===== src/rtl/gcn_pkg.sv =====
// gcn_pkg
//   Shared sizing constants and types for the GCN memory server.
//   - BW / N_ELEM  : element width and elements per matrix row
//   - N_FM / N_WM  : feature-matrix and weight-matrix row counts
//   - N_OUT / CLS_W: result entries and class-index width
//   - row_t        : one packed matrix row (element 0 in the MSBs)
//   - srv_state_t  : run sequencer states
package gcn_pkg;

  localparam int BW     = 16;
  localparam int N_ELEM = 3;
  localparam int N_FM   = 6;
  localparam int N_WM   = 3;
  localparam int N_OUT  = 6;
  localparam int CLS_W  = 3;
  localparam int ROW_W  = N_ELEM * BW;

  typedef logic [ROW_W-1:0] row_t;

  typedef enum logic [1:0] {
    IDLE  = 2'd0,
    SERVE = 2'd1,
    DONE  = 2'd2
  } srv_state_t;

endpackage


===== src/rtl/gcn_rd_pipe.sv =====
// gcn_rd_pipe
//   LAT-stage valid/data delay line for the read path.
//   Ports:
//     clk, rst      : clock, synchronous active-high reset
//     in_valid      : read request accepted this cycle
//     in_data       : read data captured with the request
//     out_valid     : in_valid delayed by exactly LAT cycles
//     out_data      : matching data; holds its last value while out_valid=0
//   Handshake: no back-pressure. A beat entering with in_valid=1 leaves
//   LAT cycles later; one beat per cycle is sustained.
module gcn_rd_pipe #(
  parameter int LAT = 1,
  parameter int W   = 8
) (
  input  logic         clk,
  input  logic         rst,
  input  logic         in_valid,
  input  logic [W-1:0] in_data,
  output logic         out_valid,
  output logic [W-1:0] out_data
);

  logic [LAT-1:0] v_q;
  logic [W-1:0]   d_q [LAT];

  // Data stages only load when a valid beat arrives, so the last stage
  // naturally holds the previous beat during idle cycles.
  always_ff @(posedge clk) begin
    if (rst) begin
      v_q <= '0;
      for (int k = 0; k < LAT; k++) d_q[k] <= '0;
    end else begin
      v_q[0] <= in_valid;
      if (in_valid) d_q[0] <= in_data;
      for (int k = 1; k < LAT; k++) begin
        v_q[k] <= v_q[k-1];
        if (v_q[k-1]) d_q[k] <= d_q[k-1];
      end
    end
  end

  assign out_valid = v_q[LAT-1];
  assign out_data  = d_q[LAT-1];

endmodule


===== src/rtl/gcn_mem_server.sv =====
// gcn_mem_server
//   Memory-side responder for the GCN datapath: holds the feature matrix
//   (FM) and weight matrix (WM), answers row reads after RD_LAT cycles,
//   captures class results and sequences a run IDLE -> SERVE -> DONE.
//   Ports:
//     clk, rst                      : clock, synchronous active-high reset
//     ld_valid/ld_sel/ld_addr/ld_data : host row preload (sel 0=FM, 1=WM)
//     ld_ready                      : preload written this cycle
//     go                            : host run-start pulse (IDLE only)
//     gcn_start                     : run enable to the GCN (state SERVE)
//     rd_en/rd_addr_fm/rd_addr_wm   : GCN row read request
//     rd_features/rd_weights/rd_valid : read response, RD_LAT cycles later
//     wr_en/wr_addr/wr_data         : GCN class-result write (SERVE only)
//     res_addr/res_data             : combinational host readback
//     run_done                      : 1-cycle pulse, all results captured
//     busy                          : run in progress
//     err                           : sticky error, cleared only by rst
//   Handshake: ld_ready is high in exactly the cycles where ld_valid is
//   high, the server is IDLE and the row index is in range; the row is
//   written at that clock edge. Reads and writes have no back-pressure.
module gcn_mem_server
  import gcn_pkg::*;
#(
  parameter int RD_LAT = 1
) (
  input  logic             clk,
  input  logic             rst,
  input  logic             ld_valid,
  input  logic             ld_sel,
  input  logic [2:0]       ld_addr,
  input  logic [ROW_W-1:0] ld_data,
  output logic             ld_ready,
  input  logic             go,
  output logic             gcn_start,
  input  logic             rd_en,
  input  logic [2:0]       rd_addr_fm,
  input  logic [1:0]       rd_addr_wm,
  output logic [ROW_W-1:0] rd_features,
  output logic [ROW_W-1:0] rd_weights,
  output logic             rd_valid,
  input  logic             wr_en,
  input  logic [2:0]       wr_addr,
  input  logic [CLS_W-1:0] wr_data,
  input  logic [2:0]       res_addr,
  output logic [CLS_W-1:0] res_data,
  output logic             run_done,
  output logic             busy,
  output logic             err
);

  srv_state_t       state, state_next;
  logic             clear_res;

  row_t             fm_mem  [N_FM];
  row_t             wm_mem  [N_WM];
  logic [CLS_W-1:0] res_mem [N_OUT];
  logic [N_OUT-1:0] done_map;
  logic             err_q;

  logic             ld_addr_ok, ld_ok;
  logic             rd_fm_ok, rd_wm_ok;
  logic             wr_addr_ok, wr_ok;
  logic             err_set;
  row_t             rd_fm_word, rd_wm_word;

  // ---------------- request decode ----------------
  assign ld_addr_ok = ld_sel ? (ld_addr < 3'(N_WM)) : (ld_addr < 3'(N_FM));
  assign ld_ok      = ld_valid && (state == IDLE) && ld_addr_ok;
  assign rd_fm_ok   = rd_addr_fm < 3'(N_FM);
  assign rd_wm_ok   = rd_addr_wm < 2'(N_WM);
  assign wr_addr_ok = wr_addr < 3'(N_OUT);
  assign wr_ok      = wr_en && (state == SERVE) && wr_addr_ok;

  assign err_set = (ld_valid && ((state != IDLE) || !ld_addr_ok))
                 || (rd_en && (!rd_fm_ok || !rd_wm_ok))
                 || (wr_en && ((state != SERVE) || !wr_addr_ok));

  // Reads sample the arrays before this edge's preload lands, so a
  // same-cycle load and read of one row returns the old contents.
  assign rd_fm_word = rd_fm_ok ? fm_mem[rd_addr_fm] : '0;
  assign rd_wm_word = rd_wm_ok ? wm_mem[rd_addr_wm] : '0;

  // ---------------- sequencer ----------------
  always_ff @(posedge clk) begin
    if (rst) state <= IDLE;
    else     state <= state_next;
  end

  always_comb begin
    state_next = state;
    clear_res  = 1'b0;
    case (state)
      IDLE: begin
        if (go) begin
          state_next = SERVE;
          clear_res  = 1'b1;
        end
      end
      // Completion is judged on the registered bitmap, so the write that
      // fills the last entry is captured and DONE follows one cycle later.
      SERVE:   if (&done_map) state_next = DONE;
      DONE:    state_next = IDLE;
      default: state_next = IDLE;
    endcase
  end

  assign busy      = (state == SERVE);
  assign gcn_start = (state == SERVE);
  assign run_done  = (state == DONE);
  assign ld_ready  = ld_ok;
  assign err       = err_q;

  // ---------------- storage ----------------
  always_ff @(posedge clk) begin
    if (rst) begin
      for (int i = 0; i < N_FM; i++)  fm_mem[i]  <= '0;
      for (int i = 0; i < N_WM; i++)  wm_mem[i]  <= '0;
      for (int i = 0; i < N_OUT; i++) res_mem[i] <= '0;
      done_map <= '0;
      err_q    <= 1'b0;
    end else begin
      err_q <= err_q | err_set;
      if (ld_ok) begin
        if (ld_sel) wm_mem[ld_addr[1:0]] <= ld_data;
        else        fm_mem[ld_addr]      <= ld_data;
      end
      if (clear_res) begin
        for (int i = 0; i < N_OUT; i++) res_mem[i] <= '0;
        done_map <= '0;
      end else if (wr_ok) begin
        res_mem[wr_addr]  <= wr_data;
        done_map[wr_addr] <= 1'b1;
      end
    end
  end

  assign res_data = (res_addr < 3'(N_OUT)) ? res_mem[res_addr] : '0;

  // ---------------- read pipe ----------------
  gcn_rd_pipe #(
    .LAT (RD_LAT),
    .W   (2 * ROW_W)
  ) u_rd_pipe (
    .clk       (clk),
    .rst       (rst),
    .in_valid  (rd_en),
    .in_data   ({rd_fm_word, rd_wm_word}),
    .out_valid (rd_valid),
    .out_data  ({rd_features, rd_weights})
  );

endmodule


===== config.mk =====
export PLATFORM = sky130hd
export DESIGN_NAME = gcn_mem_server
export DESIGN_NICKNAME = d
export VERILOG_FILES = /design/src/rtl/gcn_pkg.sv /design/src/rtl/gcn_rd_pipe.sv /design/src/rtl/gcn_mem_server.sv
export SDC_FILE = /design/constraint.sdc
export NUM_CORES = 1
export LEC_CHECK = 0
export ABC_AREA = 0
export CAP_MARGIN = 20
export CORE_UTILIZATION = 54
export CTS_CLUSTER_SIZE = 12
export DETAILED_ROUTE_END_ITERATION = 8
export PLACE_DENSITY_LB_ADDON = 0.25
export SLEW_MARGIN = 20
export SYNTH_ARGS = -nofsm -noshare
export SYNTH_HDL_FRONTEND = slang
export SYNTH_SLANG_ARGS = --single-unit

===== constraint.sdc =====
create_clock -name clk -period 4.2 [get_ports clk]
set_input_delay 0.42 -clock clk [delete_from_list [all_inputs] [get_ports clk]]
set_output_delay 0.42 -clock clk [all_outputs]
set_load 0.02 [all_outputs]

==> results by group <==
Outcome
  • Status: finished, final reports clean

Worst setup path
  • Critical path, cell by cell: nor3_1, nand2_2, o21bai_4, buf_12
  • R2r setup slk: 1.35 ns
  • CP Launch Type: flip-flop
  • Worst reg2reg path startpoint: state[0]$_SDFFE_PP0P_
  • Worst-path fanout max: 23
  • Max stage delay on crit path: 0.81 ns
  • Req. time, crit path: 4.49 ns
  • Slowest CP cell: o21bai_4
  • Worst EP arrival: 3.14 ns
  • Worst setup path category: reg -> reg
  • Setup crit end kind: flip-flop
  • Capturing point of the worst reg2reg path: fm_mem[4][12]$_SDFFCE_PN0P_
  • FF-to-FF path depth: 4

Drt
  • DRC errors left: 0
  • Post-DRT Antenna Nets: 0
  • DR pass1 iterations: 7
  • Avg Vias per Cell: 5.75
  • DR vias: 14200
  • First DRT Iteration DRCs: 1334
  • Detailed-route wire length per cell: 22.2 um
  • Final wirelength: 55.0 mm

Synth
  • Top-area cell type share of the netlist area: 70.0%
  • Ys async rst share: 0%
  • Sequential element share of the synthesized area: 70.8%
  • Main flop type after synthesis: edfxtp_1
  • Post-synth top cells: edfxtp_1, nor2_1, and2_1
  • Syn avg cell area: 13.7 um2
  • Syn Nets: 1782
  • Most common cell in the netlist: edfxtp_1
  • Post-Syn Area: 23400 um2
  • Synth area leaders: edfxtp_1, nor2_1, mux4_2, and2_1, mux2_2
  • Cell variety after synth: 40
  • Post-Synthesis Cells: 1710
  • Post-synth top area cell: edfxtp_1
  • Synth warnings: 0
  • Register bit total from synthesis: 556
  • EDFF count, synth: 546

Clock network
  • Max Buffers Root-to-Sink: 3
  • CTS resizes: 0
  • Setup Buffers After CTS: 0
  • TritonCTS clock tree: yes
  • CTS Hold Buffers Added: 0
  • Clk slew on worst S/H paths: 0.06 ns
  • Clk root buf: clkbuf_16
  • Clk Latency, worst-skew pair: 0.60 ns
  • CTS sink count: 556
  • Htree depth: 2
  • TritonCTS buffer count: 56

Floorplanning
  • Core footprint: 42300 um2
  • Initial Util: 55.4%
  • Area of the die: 44200 um2
  • Die X: 210 um
  • Die height: 210 um
  • # IOs: 177
  • Row count: 75

STA
  • Fin Setup TNS: 0 ns
  • Period utilization: 67.9%
  • Final WS setup: 1.35 ns
  • Final hold violations: 0
  • RSZ-0062 raised after global routing: no
  • Worst Tran Pin Value: 1.13 ns
  • Final Max Tran Viols: 0
  • Fmax: 0.351 GHz
  • Slew headroom: 24.2%
  • Tmin final: 2.85 ns
  • Final setup violation count: 0
  • Clock Skews: 0.0129 ns
  • Hold slack: 0.448 ns

Job
  • Max-Cap Viols: 0

Placed design
  • Cells after DPL: 2385
  • Placer congestion estimate: 0.847
  • Final HPWL DP: 33.6 mm
  • Dpl ws: 0.821 ns
  • Port buffer count: 176
  • Placed instance area: 26000 um2

Finish
  • Core Util, Final: 65.2%
  • Non-Filler Instances: 2477
  • FF/Latch Area: 16600 um2
  • Fill cells: 3006
  • Area grow syn2layout: 17.7%
  • Nets: 1938
  • Post-route design area: 27600 um2
  • Ratio of cells with drive above 1 in the final layout: 11.9%
  • Area of the multi-input gates: 6480 um2

Global routing
  • Total Routing Usage GR: 25.6%
  • Initial antenna violation count: 2
  • Vias in the first global route: 14400
  • GR Overflow Total: 0
  • Largest net degree at the start of global routing: 62
  • First-pass GRT wire length: 83.7 mm

Power and ir drop
  • Pwr per Cell Area: 433 nW/um2
  • Leak Pwr: 9.70 nW
  • Maximum vdd drop: 0.000302 V
  • PnR Total Power: 11.9 mW

Min path
  • Worst hold start: done_map[3]$_SDFFE_PP0N_
  • Hold endpoint: done_map[3]$_SDFFE_PP0N_
  • Hold crit path type: reg -> reg
  • Hold path cells: 2
## cell families (layout without fill, tap and decap cells)
family	count (synthesis)	after routing	share of synthesized area, %
simple gates	754	754	14.1
flops	556	556	70.8
mux	150	150	9.39
compound gates	127	127	3.51
buf+inv	123	312	2.18
other cells	0	1	0
## per-layer routing
| metal | global-route usage, % | wire length (um) |
|---|---|---|
| met1 | 35.4 | 22100 |
| met3 | 6.17 | 5580 |
| met2 | 40.9 | 26200 |
| met5 | 0 | 10 |
| met4 | 6.97 | 1150 |
## flip-flops by register name (all words and copies together) (netlist names)
signal,flops
done_map,6
res_mem,18
state,2
fm_mem,288
u_rd_pipe.out_valid,1
err,1
wm_mem,144
u_rd_pipe.d_q,96
## power by group
group / internal [mW] / switching [mW]
Sequential: 6.34 / 0.0685
Clock: 2.54 / 1.96
Combinational: 0.393 / 0.627
## cell type report
cell class              instances  share of cell area, %
multi-input cells            1031                   23.5
repair buffers                210                   7.73
well taps                     577                   2.62
inverters                      11                  0.150
flip-flops and latches        556                   60.2
clock inverters                17                  0.345
diodes                          1                0.00907
clock buffers                  74                   5.48
## placed cells by master (no fill, tap or decap), types with 4 or more instances in the layout
master	Yosys	routed
mux2_2	48	48
nor2_1	460	457
buf_12	0	10
dfxtp_1	10	10
o21bai_4	0	9
clkbuf_1	69	15
nand2b_1	6	5
clkbuf_16	0	57
nand2_1	114	113
a21oi_1	58	58
a22oi_1	48	48
clkdlybuf4s50_1	0	172
buf_4	2	25
clkinv_1	0	12
edfxtp_1	546	546
inv_1	11	10
mux4_2	51	51
and2_1	145	145
mux2i_1	51	51
and3_1	7	6
clkinv_2	0	4
## how the worst max path moves through the flow
stage                                startpoint                           to  cells past startpoint
after floorplan           state[0]$_SDFFE_PP0P_   fm_mem[3][0]$_SDFFCE_PN0P_                      4
final                     state[0]$_SDFFE_PP0P_  fm_mem[4][12]$_SDFFCE_PN0P_                      4
after CTS                 state[0]$_SDFFE_PP0P_  fm_mem[4][12]$_SDFFCE_PN0P_                      4
after detailed placement             ld_addr[0]  fm_mem[4][20]$_SDFFCE_PN0P_                      5
after global routing      state[0]$_SDFFE_PP0P_  fm_mem[4][12]$_SDFFCE_PN0P_                      4
after global placement               ld_addr[0]  fm_mem[0][13]$_SDFFCE_PN0P_                      5
## worst max-delay path: cells and delay by family, from the launching register on
kind                   cells  cell delay (ns)
AOI/OAI and AO/OA          1             0.81
buffers and inverters      1             0.25
DFF                        1             0.39
and+or+nand+nor            2             1.07
No activity file was read; power rests on OpenSTA's default activity.
==> RTL edit 1, RTL diff (config.mk and constraints unchanged) <==
Encoding of `srv_state_t`: now one-hot (3 bits for 3 states).
--- a/src/rtl/gcn_pkg.sv
+++ b/src/rtl/gcn_pkg.sv
@@ -19,6 +19,6 @@
 
-  typedef enum logic [1:0] {
-    IDLE  = 2'd0,
-    SERVE = 2'd1,
-    DONE  = 2'd2
+  typedef enum logic [2:0] {
+    IDLE  = 3'b001,
+    SERVE = 3'b010,
+    DONE  = 3'b100
   } srv_state_t;
Behaviour: no difference found for any inputs over 4 cycles, from zero or initial values and one cycle with rst high; so few cycles prove little.
==> RTL edit 1 against the original RTL <==
- total power is 0.65% higher
- sequential cell count is 1 higher
- worst setup slack worse by 150 ps
- clock power is 1% higher
- synthesized area is 3.1% higher
- synthesized cell count is 2.1% lower
- combinational power hardly changed
- routed wire length is 0.84% lower
- non-clock buffer count is 3 higher
- register-to-register slack better by 300 ps
- global-route usage is 1.0 points lower
- sequential share of layout area is 1.4 points lower
- design area is 2.6% higher
- critical endpoint is now ld_ready
- largest power group unchanged
- highest routed layer unchanged
==> RTL edit 1: results (changes against the original RTL) <==
Syn Nets -> 1,746 (-2.0%)
Routability Congestion -> 0.8064 (-4.8%)
Met1 usage -> 32.07% (-3.3 points)
Initial antenna violation count -> 5 (+3)
Post-synthesis sequential area ratio -> 68.79% (-2.0 points)
Synth top area cells -> edfxtp_1 (68%), and2_1 (7.0%), mux4_2 (4.8%)
Vias/cell -> 5.682 (-1.2%)
First-pass DRT Iterations -> 5 (-2)
R2R cell count -> 4 (unchanged)
Async set-or-reset flop fraction in the synthesized netlist -> 0% (unchanged)
Met3 usage -> 4.086% (-2.1 points)
Detailed placer's ending HPWL -> 31,280 um (-6.9%)
Vias in the first global route -> 14.21k (-1.0%)
Post-synthesis cell type count -> 51 (+28%)
Hold Path Stages -> 2 (unchanged)
Skew final -> 23.45 ps (+10.57 ps)
Largest net degree at the start of global routing -> 73 (+18%)
Share of layout cells above drive strength 1 -> 15.84% (+3.9 points)
Leading cell types by count after synthesis -> edfxtp_1 (546), and2_1 (271), nor3_1 (167)
Met2 GRT Util -> 40.81% (-0.046 points)
Root Buffer -> clkbuf_16
Largest fanout on the critical path -> 9 (-61%)
Arr. time, crit path -> 2580 ps (-560 ps)
Placed cell area -> 0.02665 mm2 (+2.6%)
HP Class -> flip-flop to flip-flop
Status -> finished clean
Maximum vdd drop -> 0.3311 mV (+9.6%)
1st-iter DRT viols -> 1,178 (-12%)
First-pass GRT wire length -> 82,500 um (-1.5%)
Fin nets -> 1,891 (-2.4%)
Final wirelength -> 54,580 um (-0.84%)
P_leak -> 10.16 nW (+4.7%)
Actual slew at the worst max-slew pin -> 915.6 ps (-218.1 ps)
GR Util All Layers -> 24.55% (-1.0 points)
## RTL edit 1: cell count changes after synthesis, sizes merged, moves of 4 or more
cell / change
o21a: +4
o31ai: +5
or2: +52
o21ai: +4
inv: +49
clkbuf: +17
nor2: -412
o21bai: -9
and3: -7
nand2: -51
and2: +143
nor3: +165
a21oi: -8
## RTL edit 1: worst max-delay path, stage by stage, from the launching register on
cell	delay [ps]
dfxtp_1	450
nor4bb_1	350
nand3_1	430
inv_1	150
clkdlybuf4s50_1	620
## RTL edit 1: layer usage
layer	vias up	routed length [um]	part of all wire [%]
met3	93	3610	6.6
li1	6406	-	-
met5	-	34	0.062
met4	6	2112	3.9
met1	6952	21750	40
met2	465	27070	50
## RTL edit 1: report_power, final
part           leakage, nW  total [mW]  switching [mW]  internal (mW)
Clock                0.788        4.55            1.98           2.57
Sequential            5.80        6.43          0.0688           6.36
Combinational         3.57        1.02           0.622          0.401
## RTL edit 1: layout make-up
class | count | area [um2]
clock buffer | 80 | 1534
inverter | 61 | 229.0
sequential | 557 | 16620
antenna | 2 | 5.005
clock inverter | 15 | 102.6
tap | 592 | 740.7
multi-input combinational | 930 | 6928
timing repair buffer | 213 | 2140
fill | 3311 | 15830
## RTL edit 1: per-stage QoR
| step | cells | worst slack (ps) | setup TNS (ps) | hold slack, ps | utilization [%] |
|---|---|---|---|---|---|
| 4_1_cts | 2448 | 1178 | 0 | 468.2 | 64.11 |
| 5_1_grt | 2449 | 996.7 | 0 | 494.9 | 64.12 |
| 2_1_floorplan | 1674 | -1113 | -106470 | 435.1 | - |
| 3_3_place_gp | 2353 | 1173 | 0 | 447.3 | 60.40 |
| 3_5_place_dp | 2353 | 1088 | 0 | 456.8 | 60.40 |
| 6_report | 2450 | 1195 | 0 | 468.2 | 64.12 |
## RTL edit 1: worst paths after layout
| check | startpoint | end | slack [ps] |
|---|---|---|---|
| max | state[0] | ld_ready | 1200 |
| min | done_map[4] | done_map[4] | 470 |
| min reg2reg | done_map[4] | done_map[4] | 470 |
| max reg2reg | state[0] | wm_mem[0][40] | 1650 |
## RTL edit 1: cells by family (layout without fill, tap and decap cells)
family,after synthesis,in the layout,synth area share (%)
compound gates,130,130,3.642
buf+inv,187,369,3.227
flops,557,557,68.79
mux,150,150,9.107
other cells,0,2,0
simple gates,650,650,15.23
==> RTL edit 2, RTL diff (same flow settings) <==
Without the edit above. Change the package constant `CLS_W` from 3 to 5.
--- a/src/rtl/gcn_pkg.sv
+++ b/src/rtl/gcn_pkg.sv
@@ -14,3 +14,3 @@
   localparam int N_OUT  = 6;
-  localparam int CLS_W  = 3;
+  localparam int CLS_W  = 5;
   localparam int ROW_W  = N_ELEM * BW;
Interface: changed (resized res_data and wr_data); port bits go from 177 to 181. No check against the original RTL was run, so the function may have changed too.
==> RTL edit 2 against the original RTL <==
- sequential cell count is 12 higher
- register-to-register slack better by 350 ps
- design area up 0.52%
- worst hold slack lost 1.4 ps
- critical path depth up 1
- final cell count is 1.5% higher
- synthesized area increased by 1.2%
- routed wire length rose by 3.4%
- clock power shrank 3%
- total power about the same
- maximum frequency shrank 4.1%
- worst setup slack got worse by 120 ps
- critical endpoint is now res_data[3]
- highest routed layer unchanged
==> RTL edit 2: results (changes against the original RTL) <==
Status -> finished clean
Skew final -> 17.76 ps (+4.881 ps)
FF-to-FF setup slack -> 1700 ps (+350 ps)
Cells after Synth -> 1,750 (+2.3%)
CP Launch Point -> res_addr[0]
Fin nets -> 1,983 (+2.3%)
Buffers on Ports -> 180 (+2.3%)
Post-synthesis sequential area ratio -> 71.55% (+0.71 points)
Fin cells -> 2,513 (+1.5%)
Hold Path Stages -> 2 (unchanged)
Post-synth EDFFs -> 558 (+2.2%)
P_leak -> 9.588 nW (-1.2%)
First-pass GRT wire length -> 85,130 um (+1.7%)
Final wirelength -> 56,920 um (+3.4%)
Clk Latency, worst-skew pair -> 600 ps (about the same)
Detailed placer's ending HPWL -> 34,060 um (+1.4%)
Arr. time, crit path -> 2550 ps (-590 ps)
Min-Delay Endpoint -> done_map[4]
Post-CTS sizing -> 0 (unchanged)
Vias in the first global route -> 14.62k (+1.8%)
Largest net degree at the start of global routing -> 68 (+9.7%)
R2R cell count -> 5 (+1)
Placement Setup Slack -> 1164 ps (+342.8 ps)
Hold wc startpoint -> done_map[4]
Met1 usage -> 35.88% (+0.48 points)
Synth top area cells -> edfxtp_1 (71%), nor2_1 (9.4%), mux4_2 (5.0%)
Vias/cell -> 5.865 (+2.0%)
Post-CTS setup buffers -> 0 (unchanged)
Async set-or-reset flop fraction in the synthesized netlist -> 0% (unchanged)
Cell total after placement -> 2,435 (+2.1%)
Crit-path slowest cell -> clkdlybuf4s50_1
Final setup vio count -> 0 (unchanged)
Routability Congestion -> 0.8161 (-3.7%)
Largest fanout on the critical path -> 10 (-57%)
Worst setup path endpoint -> res_data[3]
Crit share post-route -> 70.77% (+2.9 points)
Net Sw Frac -> 22.22% (-0.030 points)
Maximum vdd drop -> 0.2576 mV (-15%)
1st-iter DRT viols -> 1,412 (+5.8%)
Actual slew at the worst max-slew pin -> 1002 ps (-131.7 ps)
M1 wire length -> 22,530 um (+2.0%)
Largest registers -> fm_mem x288, wm_mem x144, u_rd_pipe.d_q x96
Met3 usage -> 4.673% (-1.5 points)
Reg-to-Reg End -> wm_mem[2][26]
FILL cells -> 3,244 (+7.9%)
First-pass DRT Iterations -> 5 (-2)
Share of layout cells above drive strength 1 -> 11.88% (-0.023 points)
H-tree depth -> 2 (unchanged)
Fin Hold WS -> 446.6 ps (-1.430 ps)
Met3 wire length -> 5607 um (+0.43%)
CP delay by family, top -> buffers and inverters
Met2 GRT Util -> 41.69% (+0.83 points)
# diodes -> 0 (-1)
Post-synthesis cell type count -> 43 (+7.5%)
Placed cell area -> 0.02621 mm2 (+0.90%)
Max incr delay on CP -> 850 ps (+40 ps)
WL met2 -> 27,260 um (+4.0%)
Leading cell types by count after synthesis -> nor2_1 (592), edfxtp_1 (558), nand2_1 (116)
CTS Buf Count -> 56 (unchanged)
GR Util All Layers -> 25.87% (+0.28 points)
-- RTL edit 2: layout make-up --
class,count,area (um2),area share (%)
clock inverters,10,38.79,0.1399
multi-input cells,1053,6350,22.90
clock buffers,67,1464,5.280
well taps,585,732.0,2.640
inverters,13,48.80,0.1760
flip-flops and latches,568,16960,61.16
repair buffers,217,2135,7.699
-- RTL edit 2: logic make-up (layout without fill, tap and decap cells) --
group                  after synthesis  after routing  share of synthesized area, %
buffers and inverters              129            307                         2.307
AOI/OAI and AO/OA                  125            125                         3.432
muxes                              154            154                         9.556
and+or+nand+nor                    774            774                         13.16
DFF                                568            568                         71.55
-- RTL edit 2: power groups by stage --
stage	clock, mW	sequential (mW)	combinational, mW
2_1_floorplan	0	6.74	0.497
3_3_place_gp	0	6.67	1.02
3_5_place_dp	0	6.68	1.03
4_1_cts	4.41	6.56	1.04
5_1_grt	4.60	6.58	1.10
6_report	4.35	6.56	1.04
